$ cat config.mk
export PLATFORM = sky130hd
export DESIGN_NAME = clint_ctrl_flat
export DESIGN_NICKNAME = d
export VERILOG_FILES = /design/src/rtl/clint_ctrl_if.sv /design/src/rtl/clint_ctrl.sv /design/src/flat_wrapper.sv
export SDC_FILE = /design/constraint.sdc
export NUM_CORES = 1
export LEC_CHECK = 0
export ABC_AREA = 1
export CELL_PAD_IN_SITES_DETAIL_PLACEMENT = 1
export CELL_PAD_IN_SITES_GLOBAL_PLACEMENT = 1
export CORE_AREA = 2 2 267 269
export DETAILED_ROUTE_END_ITERATION = 7
export DIE_AREA = 0 0 269 271
export GPL_TIMING_DRIVEN = 0
export MAX_ROUTING_LAYER = met4
export PLACE_DENSITY = 0.68
export SYNTH_ARGS = -nofsm -noshare
export SYNTH_HDL_FRONTEND = slang
export SYNTH_SLANG_ARGS = --single-unit
$ cat constraint.sdc
create_clock -name clk -period 3.65 [get_ports clk]
set_input_delay 0.9125 -clock clk [delete_from_list [all_inputs] [get_ports clk]]
set_output_delay 0.9125 -clock clk [all_outputs]
set_load 0.005 [all_outputs]
$ cat src/rtl/clint_ctrl_if.sv
// clint_ctrl_if
// Bundles the pipeline-facing and CSR-facing signals of the core-local
// interrupt controller so the controller and its user share one port.
//
// Signals (directions as seen from the controller, i.e. the slave side):
//   inst_i            in   32  instruction currently in EX
//   inst_addr_i       in   64  PC of inst_i
//   inst_valid_i      in    1  inst_i / inst_addr_i valid this cycle
//   mepc_i            in   64  current mepc from the CSR file
//   mtvec_i           in   64  current mtvec from the CSR file
//   mstatus_i         in   64  current mstatus from the CSR file
//   mtimecmp_wen_i    in    1  write strobe for mtimecmp
//   mtimecmp_wdata_i  in   64  new mtimecmp value
//   csr_wen_o         out   1  write mepc_o/mcause_o/mstatus_o at next posedge
//   mepc_o            out  64  CSR write data
//   mcause_o          out  64  CSR write data
//   mstatus_o         out  64  CSR write data
//   int_assert_o      out   1  redirect PC to int_addr_o, flush younger insts
//   int_addr_o        out  64  redirect target
//   hold_flag_o       out   1  stall the pipeline
//   mtime_o           out  64  current mtime
//
// Modports: master drives the inputs (core side), slave is the controller.
interface clint_ctrl_if;
    logic [31:0] inst_i;
    logic [63:0] inst_addr_i;
    logic        inst_valid_i;
    logic [63:0] mepc_i;
    logic [63:0] mtvec_i;
    logic [63:0] mstatus_i;
    logic        mtimecmp_wen_i;
    logic [63:0] mtimecmp_wdata_i;

    logic        csr_wen_o;
    logic [63:0] mepc_o;
    logic [63:0] mcause_o;
    logic [63:0] mstatus_o;
    logic        int_assert_o;
    logic [63:0] int_addr_o;
    logic        hold_flag_o;
    logic [63:0] mtime_o;

    modport master (
        output inst_i, inst_addr_i, inst_valid_i,
        output mepc_i, mtvec_i, mstatus_i,
        output mtimecmp_wen_i, mtimecmp_wdata_i,
        input  csr_wen_o, mepc_o, mcause_o, mstatus_o,
        input  int_assert_o, int_addr_o, hold_flag_o, mtime_o
    );

    modport slave (
        input  inst_i, inst_addr_i, inst_valid_i,
        input  mepc_i, mtvec_i, mstatus_i,
        input  mtimecmp_wen_i, mtimecmp_wdata_i,
        output csr_wen_o, mepc_o, mcause_o, mstatus_o,
        output int_assert_o, int_addr_o, hold_flag_o, mtime_o
    );
endinterface

$ cat src/rtl/clint_ctrl.sv
// clint_ctrl
// Core-local interrupt controller: takes machine-mode traps (timer interrupt,
// ECALL, EBREAK) and MRET returns from the instruction in EX, writes the trap
// CSRs one cycle later and redirects the PC one cycle after that. Also owns
// the mtime counter and the mtimecmp compare register.
//
// Ports:
//   clk  in  1  clock, all state updates on posedge
//   rst  in  1  synchronous, active-low reset; forces all outputs to 0
//   bus  clint_ctrl_if.slave  instruction, CSR and timer signals
// Parameter:
//   TIMER_EN  1 enables the mtime/mtimecmp interrupt source, 0 disables it
module clint_ctrl #(
    parameter int TIMER_EN = 1
) (
    input  logic         clk,
    input  logic         rst,
    clint_ctrl_if.slave  bus
);

    localparam bit          TIMER_ON    = (TIMER_EN != 0);
    localparam logic [31:0] INST_ECALL  = 32'h0000_0073;
    localparam logic [31:0] INST_EBREAK = 32'h0010_0073;
    localparam logic [31:0] INST_MRET   = 32'h3020_0073;
    localparam logic [63:0] CAUSE_TIMER = 64'h8000_0000_0000_0007;
    localparam logic [63:0] CAUSE_ECALL = 64'd11;
    localparam logic [63:0] CAUSE_BREAK = 64'd3;

    typedef enum logic [1:0] {
        IDLE,
        TRAP,
        RET,
        JUMP
    } state_t;

    state_t      state;
    logic [63:0] mtime;
    logic [63:0] mtimecmp;
    logic [63:0] last_cause;
    logic [63:0] cap_pc;
    logic [63:0] target;

    logic        is_ecall;
    logic        is_ebreak;
    logic        is_mret;
    logic        timer_pend;
    logic        take_trap;
    logic        take_ret;
    logic [63:0] trap_cause;

    // Event decode. The timer compare sees the mtimecmp value from before any
    // write happening this cycle. Only one event is accepted per idle cycle,
    // timer first, then ECALL/EBREAK, then MRET.
    always_comb begin
        is_ecall   = bus.inst_valid_i && (bus.inst_i == INST_ECALL);
        is_ebreak  = bus.inst_valid_i && (bus.inst_i == INST_EBREAK);
        is_mret    = bus.inst_valid_i && (bus.inst_i == INST_MRET);
        timer_pend = TIMER_ON && (mtime >= mtimecmp) && bus.mstatus_i[3]
                     && bus.inst_valid_i;
        take_trap  = (state == IDLE) && (timer_pend || is_ecall || is_ebreak);
        take_ret   = (state == IDLE) && !take_trap && is_mret;
        if (timer_pend) begin
            trap_cause = CAUSE_TIMER;
        end else if (is_ecall) begin
            trap_cause = CAUSE_ECALL;
        end else begin
            trap_cause = CAUSE_BREAK;
        end
    end

    // Trap/return sequencer. The trap target is latched while in TRAP so the
    // redirect uses the mtvec seen on the CSR-write cycle.
    always_ff @(posedge clk) begin
        if (!rst) begin
            state      <= IDLE;
            last_cause <= 64'd0;
            cap_pc     <= 64'd0;
            target     <= 64'd0;
        end else begin
            unique case (state)
                IDLE: begin
                    if (take_trap) begin
                        cap_pc     <= bus.inst_addr_i;
                        last_cause <= trap_cause;
                        state      <= TRAP;
                    end else if (take_ret) begin
                        target <= bus.mepc_i;
                        state  <= RET;
                    end
                end
                TRAP: begin
                    target <= bus.mtvec_i & ~64'd3;
                    state  <= JUMP;
                end
                RET: begin
                    state <= JUMP;
                end
                JUMP: begin
                    state <= IDLE;
                end
                default: begin
                    state <= IDLE;
                end
            endcase
        end
    end

    // Free-running machine timer and its compare register.
    always_ff @(posedge clk) begin
        if (!rst) begin
            mtime    <= 64'd0;
            mtimecmp <= 64'hFFFF_FFFF_FFFF_FFFF;
        end else begin
            if (TIMER_ON) begin
                mtime <= mtime + 64'd1;
            end
            if (bus.mtimecmp_wen_i) begin
                mtimecmp <= bus.mtimecmp_wdata_i;
            end
        end
    end

    // Outputs follow the current state; reset forces everything low at once.
    // Trap entry saves MIE into MPIE, clears MIE and sets MPP to machine mode;
    // MRET restores MIE from MPIE, sets MPIE and drops MPP to user.
    always_comb begin
        bus.csr_wen_o    = 1'b0;
        bus.mepc_o       = 64'd0;
        bus.mcause_o     = 64'd0;
        bus.mstatus_o    = 64'd0;
        bus.int_assert_o = 1'b0;
        bus.int_addr_o   = 64'd0;
        bus.hold_flag_o  = 1'b0;
        bus.mtime_o      = 64'd0;
        if (rst) begin
            bus.hold_flag_o = (state != IDLE) || take_trap || take_ret;
            bus.mtime_o     = mtime;
            unique case (state)
                TRAP: begin
                    bus.csr_wen_o        = 1'b1;
                    bus.mepc_o           = cap_pc;
                    bus.mcause_o         = last_cause;
                    bus.mstatus_o        = bus.mstatus_i;
                    bus.mstatus_o[7]     = bus.mstatus_i[3];
                    bus.mstatus_o[3]     = 1'b0;
                    bus.mstatus_o[12:11] = 2'b11;
                end
                RET: begin
                    bus.csr_wen_o        = 1'b1;
                    bus.mepc_o           = bus.mepc_i;
                    bus.mcause_o         = last_cause;
                    bus.mstatus_o        = bus.mstatus_i;
                    bus.mstatus_o[3]     = bus.mstatus_i[7];
                    bus.mstatus_o[7]     = 1'b1;
                    bus.mstatus_o[12:11] = 2'b00;
                end
                JUMP: begin
                    bus.int_assert_o = 1'b1;
                    bus.int_addr_o   = target;
                end
                default: begin
                end
            endcase
        end
    end

endmodule
$ cat src/flat_wrapper.sv
// flat-port wrapper written by rule: the top's interface ports become plain ports
module clint_ctrl_flat 
#(
    parameter int TIMER_EN = 1
)
  (clk, rst, bus_inst_i, bus_inst_addr_i, bus_inst_valid_i, bus_mepc_i, bus_mtvec_i, bus_mstatus_i, bus_mtimecmp_wen_i, bus_mtimecmp_wdata_i, bus_csr_wen_o, bus_mepc_o, bus_mcause_o, bus_mstatus_o, bus_int_assert_o, bus_int_addr_o, bus_hold_flag_o, bus_mtime_o);
  clint_ctrl_if bus_i ();
  input  logic clk;
  input  logic rst;
  input wire logic [$bits(bus_i.inst_i)-1:0] bus_inst_i;
  input wire logic [$bits(bus_i.inst_addr_i)-1:0] bus_inst_addr_i;
  input wire logic [$bits(bus_i.inst_valid_i)-1:0] bus_inst_valid_i;
  input wire logic [$bits(bus_i.mepc_i)-1:0] bus_mepc_i;
  input wire logic [$bits(bus_i.mtvec_i)-1:0] bus_mtvec_i;
  input wire logic [$bits(bus_i.mstatus_i)-1:0] bus_mstatus_i;
  input wire logic [$bits(bus_i.mtimecmp_wen_i)-1:0] bus_mtimecmp_wen_i;
  input wire logic [$bits(bus_i.mtimecmp_wdata_i)-1:0] bus_mtimecmp_wdata_i;
  output wire logic [$bits(bus_i.csr_wen_o)-1:0] bus_csr_wen_o;
  output wire logic [$bits(bus_i.mepc_o)-1:0] bus_mepc_o;
  output wire logic [$bits(bus_i.mcause_o)-1:0] bus_mcause_o;
  output wire logic [$bits(bus_i.mstatus_o)-1:0] bus_mstatus_o;
  output wire logic [$bits(bus_i.int_assert_o)-1:0] bus_int_assert_o;
  output wire logic [$bits(bus_i.int_addr_o)-1:0] bus_int_addr_o;
  output wire logic [$bits(bus_i.hold_flag_o)-1:0] bus_hold_flag_o;
  output wire logic [$bits(bus_i.mtime_o)-1:0] bus_mtime_o;
  assign bus_i.inst_i = bus_inst_i;
  assign bus_i.inst_addr_i = bus_inst_addr_i;
  assign bus_i.inst_valid_i = bus_inst_valid_i;
  assign bus_i.mepc_i = bus_mepc_i;
  assign bus_i.mtvec_i = bus_mtvec_i;
  assign bus_i.mstatus_i = bus_mstatus_i;
  assign bus_i.mtimecmp_wen_i = bus_mtimecmp_wen_i;
  assign bus_i.mtimecmp_wdata_i = bus_mtimecmp_wdata_i;
  assign bus_csr_wen_o = bus_i.csr_wen_o;
  assign bus_mepc_o = bus_i.mepc_o;
  assign bus_mcause_o = bus_i.mcause_o;
  assign bus_mstatus_o = bus_i.mstatus_o;
  assign bus_int_assert_o = bus_i.int_assert_o;
  assign bus_int_addr_o = bus_i.int_addr_o;
  assign bus_hold_flag_o = bus_i.hold_flag_o;
  assign bus_mtime_o = bus_i.mtime_o;
  clint_ctrl #(.TIMER_EN(TIMER_EN)) u_core (.clk(clk), .rst(rst), .bus(bus_i));
endmodule
==> impl_metrics.py, run 1 <==
metrics = {
    "floorplanning": {
        "start_util": 0.230,
        "io-pin-count": 679,
        "die_area_mm2": 0.0729,
        "die_w_um": 269,
        "row_count": 97,
        "dieHeight_um": 271,
        "core_box_area_mm2": 0.0698,
    },
    "worst_setup_path": {
        "cp_cell_sequence": "clkdlybuf4s50_1, nand2_1, nor3b_1, nand4_1, nor4_4, buf_6, inv_1, nand3_2, nand2_1, inv_1, buf_4",
        "critPathKind": "input pin to primary output",
        "end_kind": "primary output",
        "worst_ep_required_ps": 2740,
        "timing.rr.end": "u_core.cap_pc[41]",
        "r2r_start": "u_core.mtime[11]",
        "timing.critical_path.arrival_ps": 2700,
        "regToRegSetupSlack_ps": 840,
        "cpPeakStageDelay_ps": 490,
        "max_fo_critical_path": 2,
        "critical_path.slowest_cell": "clkdlybuf4s50_1",
        "worstSetupStartpoint": "bus_inst_i[4]",
        "start_kind": "input pin",
        "worst_r2r_path_depth": 16,
        "worstSetupEndpoint": "bus_hold_flag_o",
    },
    "drt": {
        "dr_pass1_iterations": 5,
        "wirelength_um": 83300,
        "drc": 0,
        "wl_per_cell_um": 19.5,
        "drt_iter0_markers": 987,
        "vias": 18700,
        "routed_via_density": 4.38,
        "ant_nets": 0,
    },
    "yosys": {
        "synth_edf_count": 0,
        "netlist-cell-type-count": 46,
        "post_synthesis_async_set_or_reset_flop_share": 0,
        "seq_area_frac_synth": 0.325,
        "number_of_cells_produced_by_synthesis": 2570,
        "synth.top_cell.area_share": 0.325,
        "synth_top_area_cell": "dfxtp_1",
        "synth_warnings": 0,
        "synth-seq-cells": 261,
        "postSynth.topFlopCell": "dfxtp_1",
        "netlist_area_mm2": 0.0161,
        "syn_avg_cell_area_um2": 6.26,
        "synth.top_cells.by_area": "dfxtp_1 33%, nand2_1 12%, inv_1 10%",
    },
    "clock_tree": {
        "numCtsBuffers": 36,
        "cts-htree-levels": 2,
        "clock_sink_count": 261,
        "max-clock-path-buffers": 3,
        "tritoncts": "built",
        "cts.reportedPaths.clkPinSlew_ps": 50,
        "root_buffer": "clkbuf_16",
        "cts_hold_buf": 0,
        "clk-insertion-delay-late_ps": 570,
    },
    "sta": {
        "timing.clock.skew_ps": 40.8,
        "worst-slew-pin-transition_ps": 962,
        "fmax_mhz": 277,
        "maxSlewViolCount": 0,
        "grt_setup_unrepaired": "yes",
        "timing.slew.headroom": 0.359,
        "final-hold-violation-count": 0,
        "final_period_minus_worst_setup_slack_ps": 3610,
        "report.final.setup_viol": 0,
        "fin_crit_sh": 0.990,
        "layout_setup_ws_ps": 36.6,
    },
    "power": {
        "power-per-cell-area_mw_per_mm2": 289,
        "irDropWorstVdd_uv": 259,
        "total_leakage_power_nw": 11.8,
        "design_power_total_mw": 7.40,
    },
    "job": {
        "max_cap_viol_count": 0,
    },
    "global_routing": {
        "antenna_found_initial": 17,
        "globalRoute.totalOverflow": 0,
        "grt_max_degree": 12,
        "grt_pass1_wl_um": 119000,
        "groute.usage.overall": 0.225,
        "grt_pass1_vias": 18900,
    },
    "layout": {
        "commonest_non_fill_non_tap_cells_in_the_layout": "554 x clkdlybuf4s50_1, 488 x nand2_1, 429 x inv_1",
        "share_of_cells_above_drive_strength_1": 0.0953,
        "layout.cells.most_common": "clkdlybuf4s50_1",
        "synthToLayoutAreaGrowth_pct": 59.1,
        "final_cell_area_mm2": 0.0256,
        "fin_nets": 3714,
        "nFillCells": 8855,
    },
    "outcome": {
        "run_status": "complete, no violations",
    },
    "placement": {
        "dp_hpwl_um": 67600,
        "placement.setup.worst_slack_ps": -1670,
        "port_buffers": 613,
        "standard_cell_area_after_detailed_placement_mm2": 0.0236,
        "finalWeightedCongestion": 0.873,
    },
    "worst_hold_path": {
        "hold_path.class": "flop to flop",
    },
}
-- worst max-delay path, delay by kind of cell --
family | cells | cell delay, ps
and+or+nand+nor | 6 | 860
buffers and inverters | 5 | 910
-- logic make-up after synthesis --
group	after synthesis	synth area share
and+or+nand+nor	1174	0.316
buffers and inverters	637	0.168
AOI/OAI and AO/OA	415	0.131
DFF	261	0.325
adders and majority gates	69	0.0537
xor gates and xnor gates	13	0.00708
other	1	0.000233
-- per-stage QoR --
step | hold slack [ps] | setup TNS, ps | util | cells
floorplan | 435 | 0 | - | 2628
global placement | 449 | -260010 | 0.338 | 4181
detailed placement | 455 | -267360 | 0.338 | 4181
CTS | 464 | 0 | 0.363 | 4256
global route | 479 | -69.0 | 0.366 | 4270
finish | 460 | 0 | 0.367 | 4272
-- sequential cells by signal, indices dropped and copies added, names as in the netlist --
| signal | count |
|---|---|
| u_core.mtime | 64 |
| u_core.last_cause | 3 |
| u_core.target | 64 |
| u_core.state | 2 |
| u_core.cap_pc | 64 |
| u_core.mtimecmp | 64 |
-- what timing repair did --
action                     in CTS  in global routing
cloned                          0                  0
pin swaps                      13                 11
setup endpoints to repair     264                 85
resized for setup             168                 89
hold endpoints to repair        0                  0
buffers inserted                9                  1
-- worst min-delay path by stage --
stage | start | endpoint | slack (ps) | cells after the start
global placement | u_core.cap_pc[29] | u_core.cap_pc[29] | 450 | 2
finish | u_core.cap_pc[54] | u_core.cap_pc[54] | 460 | 2
CTS | u_core.cap_pc[54] | u_core.cap_pc[54] | 460 | 2
floorplan | u_core.mtimecmp[0] | u_core.mtimecmp[0] | 430 | 2
global route | u_core.cap_pc[17] | u_core.cap_pc[17] | 480 | 2
detailed placement | u_core.mtimecmp[0] | u_core.mtimecmp[0] | 460 | 2
-- Yosys cell counts (all sizes together) (2+ instances only) --
library cell / number
a21o: 2
a21oi: 195
buf: 114
clkbuf: 84
dfxtp: 261
ha: 69
inv: 438
nand2: 504
nand3: 157
nand4: 26
nor2: 393
nor3: 49
nor3b: 12
nor4: 19
o21a: 4
o21ai: 211
or2: 11
xnor2: 4
xor2: 9
-- metal layers --
layer,global-route usage,part of all wire
met4,0.0732,0.028
met2,0.382,0.48
met3,0.0467,0.060
met5,-,0
met1,0.263,0.43
-- layout make-up --
type                    count  area, um^2  share of cell area
repair buffers            623        6290               0.246
inverters                 439        1650              0.0646
well taps                 940        1180              0.0460
plain buffers             198        1300              0.0508
multi-input cells        1730        8630               0.337
clock buffers              53        1080              0.0421
flip-flops and latches    261        5260               0.206
clock inverters            13         160             0.00626
diodes                     15        37.5             0.00147
-- power breakdown --
group          leakage [nW]  total [mW]  internal [mW]  switching [mW]
registers              2.13        2.92           2.90          0.0166
clock network         0.604        3.66           2.21            1.46
logic                  9.06       0.820          0.456           0.364
total                  11.8        7.40           5.56            1.84
Power figures use the tool's default switching activity.
==> run 2, diff against run 1 <==
Clock period 3.65 ns to 4.4 ns, I/O delays scaled along.
==> run 2 against run 1 <==
  * Sequential power shrank 17%
  * Combinational power shrank 18%
  * Critical endpoint is now bus_mepc_o[24]
  * Register-to-register slack improved by 530 ps
  * Flip-flop and latch count unchanged
  * Clock skew is 2.3 ps lower
  * First-iteration DRC count is 1.6% lower
  * Cell area fell by 2.3%
  * Via count is 0.29% lower
  * Count of clock-buffer cells in the layout unchanged
  * Wire length decreased by 0.71%
==> impl_metrics.py, run 2 (synthesized netlist as in run 1, its figures left out) <==
metrics = {
    "outcome": {
        "run_status": "complete, no violations",
    },
    "clock_tree": {
        "cts.reportedPaths.clkPinSlew_ps": 50,
        "numCtsBuffers": 36,
        "tritoncts": "built",
        "clock_sink_count": 261,
        "cts-htree-levels": 2,
        "root_buffer": "clkbuf_16",
        "max-clock-path-buffers": 3,
        "clk-insertion-delay-late_ps": 570,
    },
    "placement": {
        "standard_cell_area_after_detailed_placement_mm2": 0.0236,
        "finalWeightedCongestion": 0.873,
        "port_buffers": 613,
        "dp_hpwl_um": 67600,
    },
    "worst_setup_path": {
        "worst_ep_required_ps": 3300,
        "critPathKind": "input pin to primary output",
        "timing.critical_path.arrival_ps": 3200,
        "start_kind": "input pin",
        "end_kind": "primary output",
        "regToRegSetupSlack_ps": 1370,
        "worst_r2r_path_depth": 16,
        "max_fo_critical_path": 10,
    },
    "drt": {
        "ant_nets": 0,
        "wirelength_um": 82700,
        "drc": 0,
        "routed_via_density": 4.37,
        "dr_pass1_iterations": 5,
        "drt_iter0_markers": 971,
        "vias": 18700,
        "wl_per_cell_um": 19.4,
    },
    "global_routing": {
        "antenna_found_initial": 19,
        "grt_pass1_wl_um": 119000,
        "globalRoute.totalOverflow": 0,
        "grt_max_degree": 12,
        "grt_pass1_vias": 18800,
        "groute.usage.overall": 0.225,
    },
    "sta": {
        "final-hold-violation-count": 0,
        "timing.slew.headroom": 0.338,
        "fmax_mhz": 233,
        "timing.clock.skew_ps": 38.4,
        "fin_crit_sh": 0.977,
        "report.final.setup_viol": 0,
        "final_period_minus_worst_setup_slack_ps": 4300,
        "grt_setup_unrepaired": "no",
        "maxSlewViolCount": 0,
        "worst-slew-pin-transition_ps": 994,
    },
    "layout": {
        "synthToLayoutAreaGrowth_pct": 55.4,
        "layout.cells.most_common": "clkdlybuf4s50_1",
        "nFillCells": 8887,
        "share_of_cells_above_drive_strength_1": 0.0719,
        "fin_nets": 3706,
        "commonest_non_fill_non_tap_cells_in_the_layout": "608 x clkdlybuf4s50_1, 494 x nand2_1, 430 x inv_1",
        "final_cell_area_mm2": 0.0250,
        "multi_input_area_mm2": 0.00842,
        "area.sequential_mm2": 0.00523,
    },
    "power": {
        "design_power_total_mw": 6.14,
        "combinationalPowerShare": 0.109,
        "seq_power_share": 0.394,
        "power.clock.fraction": 0.496,
        "irDropWorstVdd_uv": 215,
        "total_leakage_power_nw": 10.9,
        "cellInternalPower_mw": 4.61,
        "total_switching_power_mw": 1.53,
        "switching_share": 0.249,
        "power-per-cell-area_mw_per_mm2": 246,
    },
    "floorplanning": {
        "row_count": 97,
        "die_w_um": 269,
        "io-pin-count": 679,
        "core_box_area_mm2": 0.0698,
        "die_area_mm2": 0.0729,
        "start_util": 0.230,
        "dieHeight_um": 271,
    },
    "worst_hold_path": {
        "hold_path.class": "flop to flop",
        "hold-path-cell-count": 2,
    },
    "job": {
        "max_cap_viol_count": 0,
    },
}
run 2: cell types whose count changed in the layout (fill, tap and decap cells not counted), sizes merged:
cell / delta
buf: -14
clkbuf: +6
clkdlybuf4s50: +54
diode: +2
dlygate4sd2: -20
dlymetal6s2s: -34
run 2: power groups by stage:
stage | logic, mW | clock network [mW] | registers (mW)
after floorplan | 0.230 | 0 | 2.47
after global placement | 0.667 | 0 | 2.47
after detailed placement | 0.671 | 0 | 2.47
after CTS | 0.677 | 3.11 | 2.42
after global routing | 0.737 | 3.20 | 2.42
final | 0.670 | 3.05 | 2.42
run 2: path summary, 6_finish.rpt:
path                                        start                end
worst max-delay path                          rst     bus_mepc_o[24]
worst min-delay path            u_core.cap_pc[54]  u_core.cap_pc[54]
worst max register to register   u_core.mtime[11]  u_core.cap_pc[41]
worst min register to register  u_core.cap_pc[54]  u_core.cap_pc[54]
run 2: worst max-delay path, cell delays in order:
cell and delay, ps:
clkbuf_4 220, nand2_2 140, inv_2 170, nand2_1 160, clkbuf_4 260, clkbuf_1 270, o21ai_0 260, clkdlybuf4s50_1 590
run 2: cell type report:
| class | count | share of cell area |
|---|---|---|
| diodes | 17 | 0.00170 |
| plain buffers | 198 | 0.0440 |
| clock buffers | 53 | 0.0431 |
| clock inverters | 13 | 0.00641 |
| inverters | 439 | 0.0659 |
| multi-input cells | 1730 | 0.337 |
| flip-flops and latches | 261 | 0.209 |
| well taps | 940 | 0.0471 |
| repair buffers | 615 | 0.246 |
run 2: metal layers:
metal  part of all wire  vias up  global-route usage
li1                   -     9347                   -
met4              0.029        0              0.0738
met1               0.43     8728               0.263
met2               0.48      483               0.380
met5                  0        -                   -
met3              0.062       97              0.0475
run 2: repair_timing:
| action | in CTS | in global routing |
|---|---|---|
| pin swaps | 2 | 0 |
| setup endpoints to repair | 226 | 38 |
| gates resized for setup | 46 | 11 |
| hold buffers | 0 | 0 |
| setup buffers | 2 | 0 |
run 2: stage by stage:
stage          hold slack (ps)  TNS, ps  std cells  utilization  setup slack (ps)
5_1_grt                    482        0       4264        0.358              1.25
6_report                   460        0       4266        0.358               101
3_5_place_dp               455  -143320       4181        0.338             -1300
2_1_floorplan              435        0       2628            -              1020
3_3_place_gp               449  -138990       4181        0.338             -1260
4_1_cts                    464        0       4249        0.357              4.64
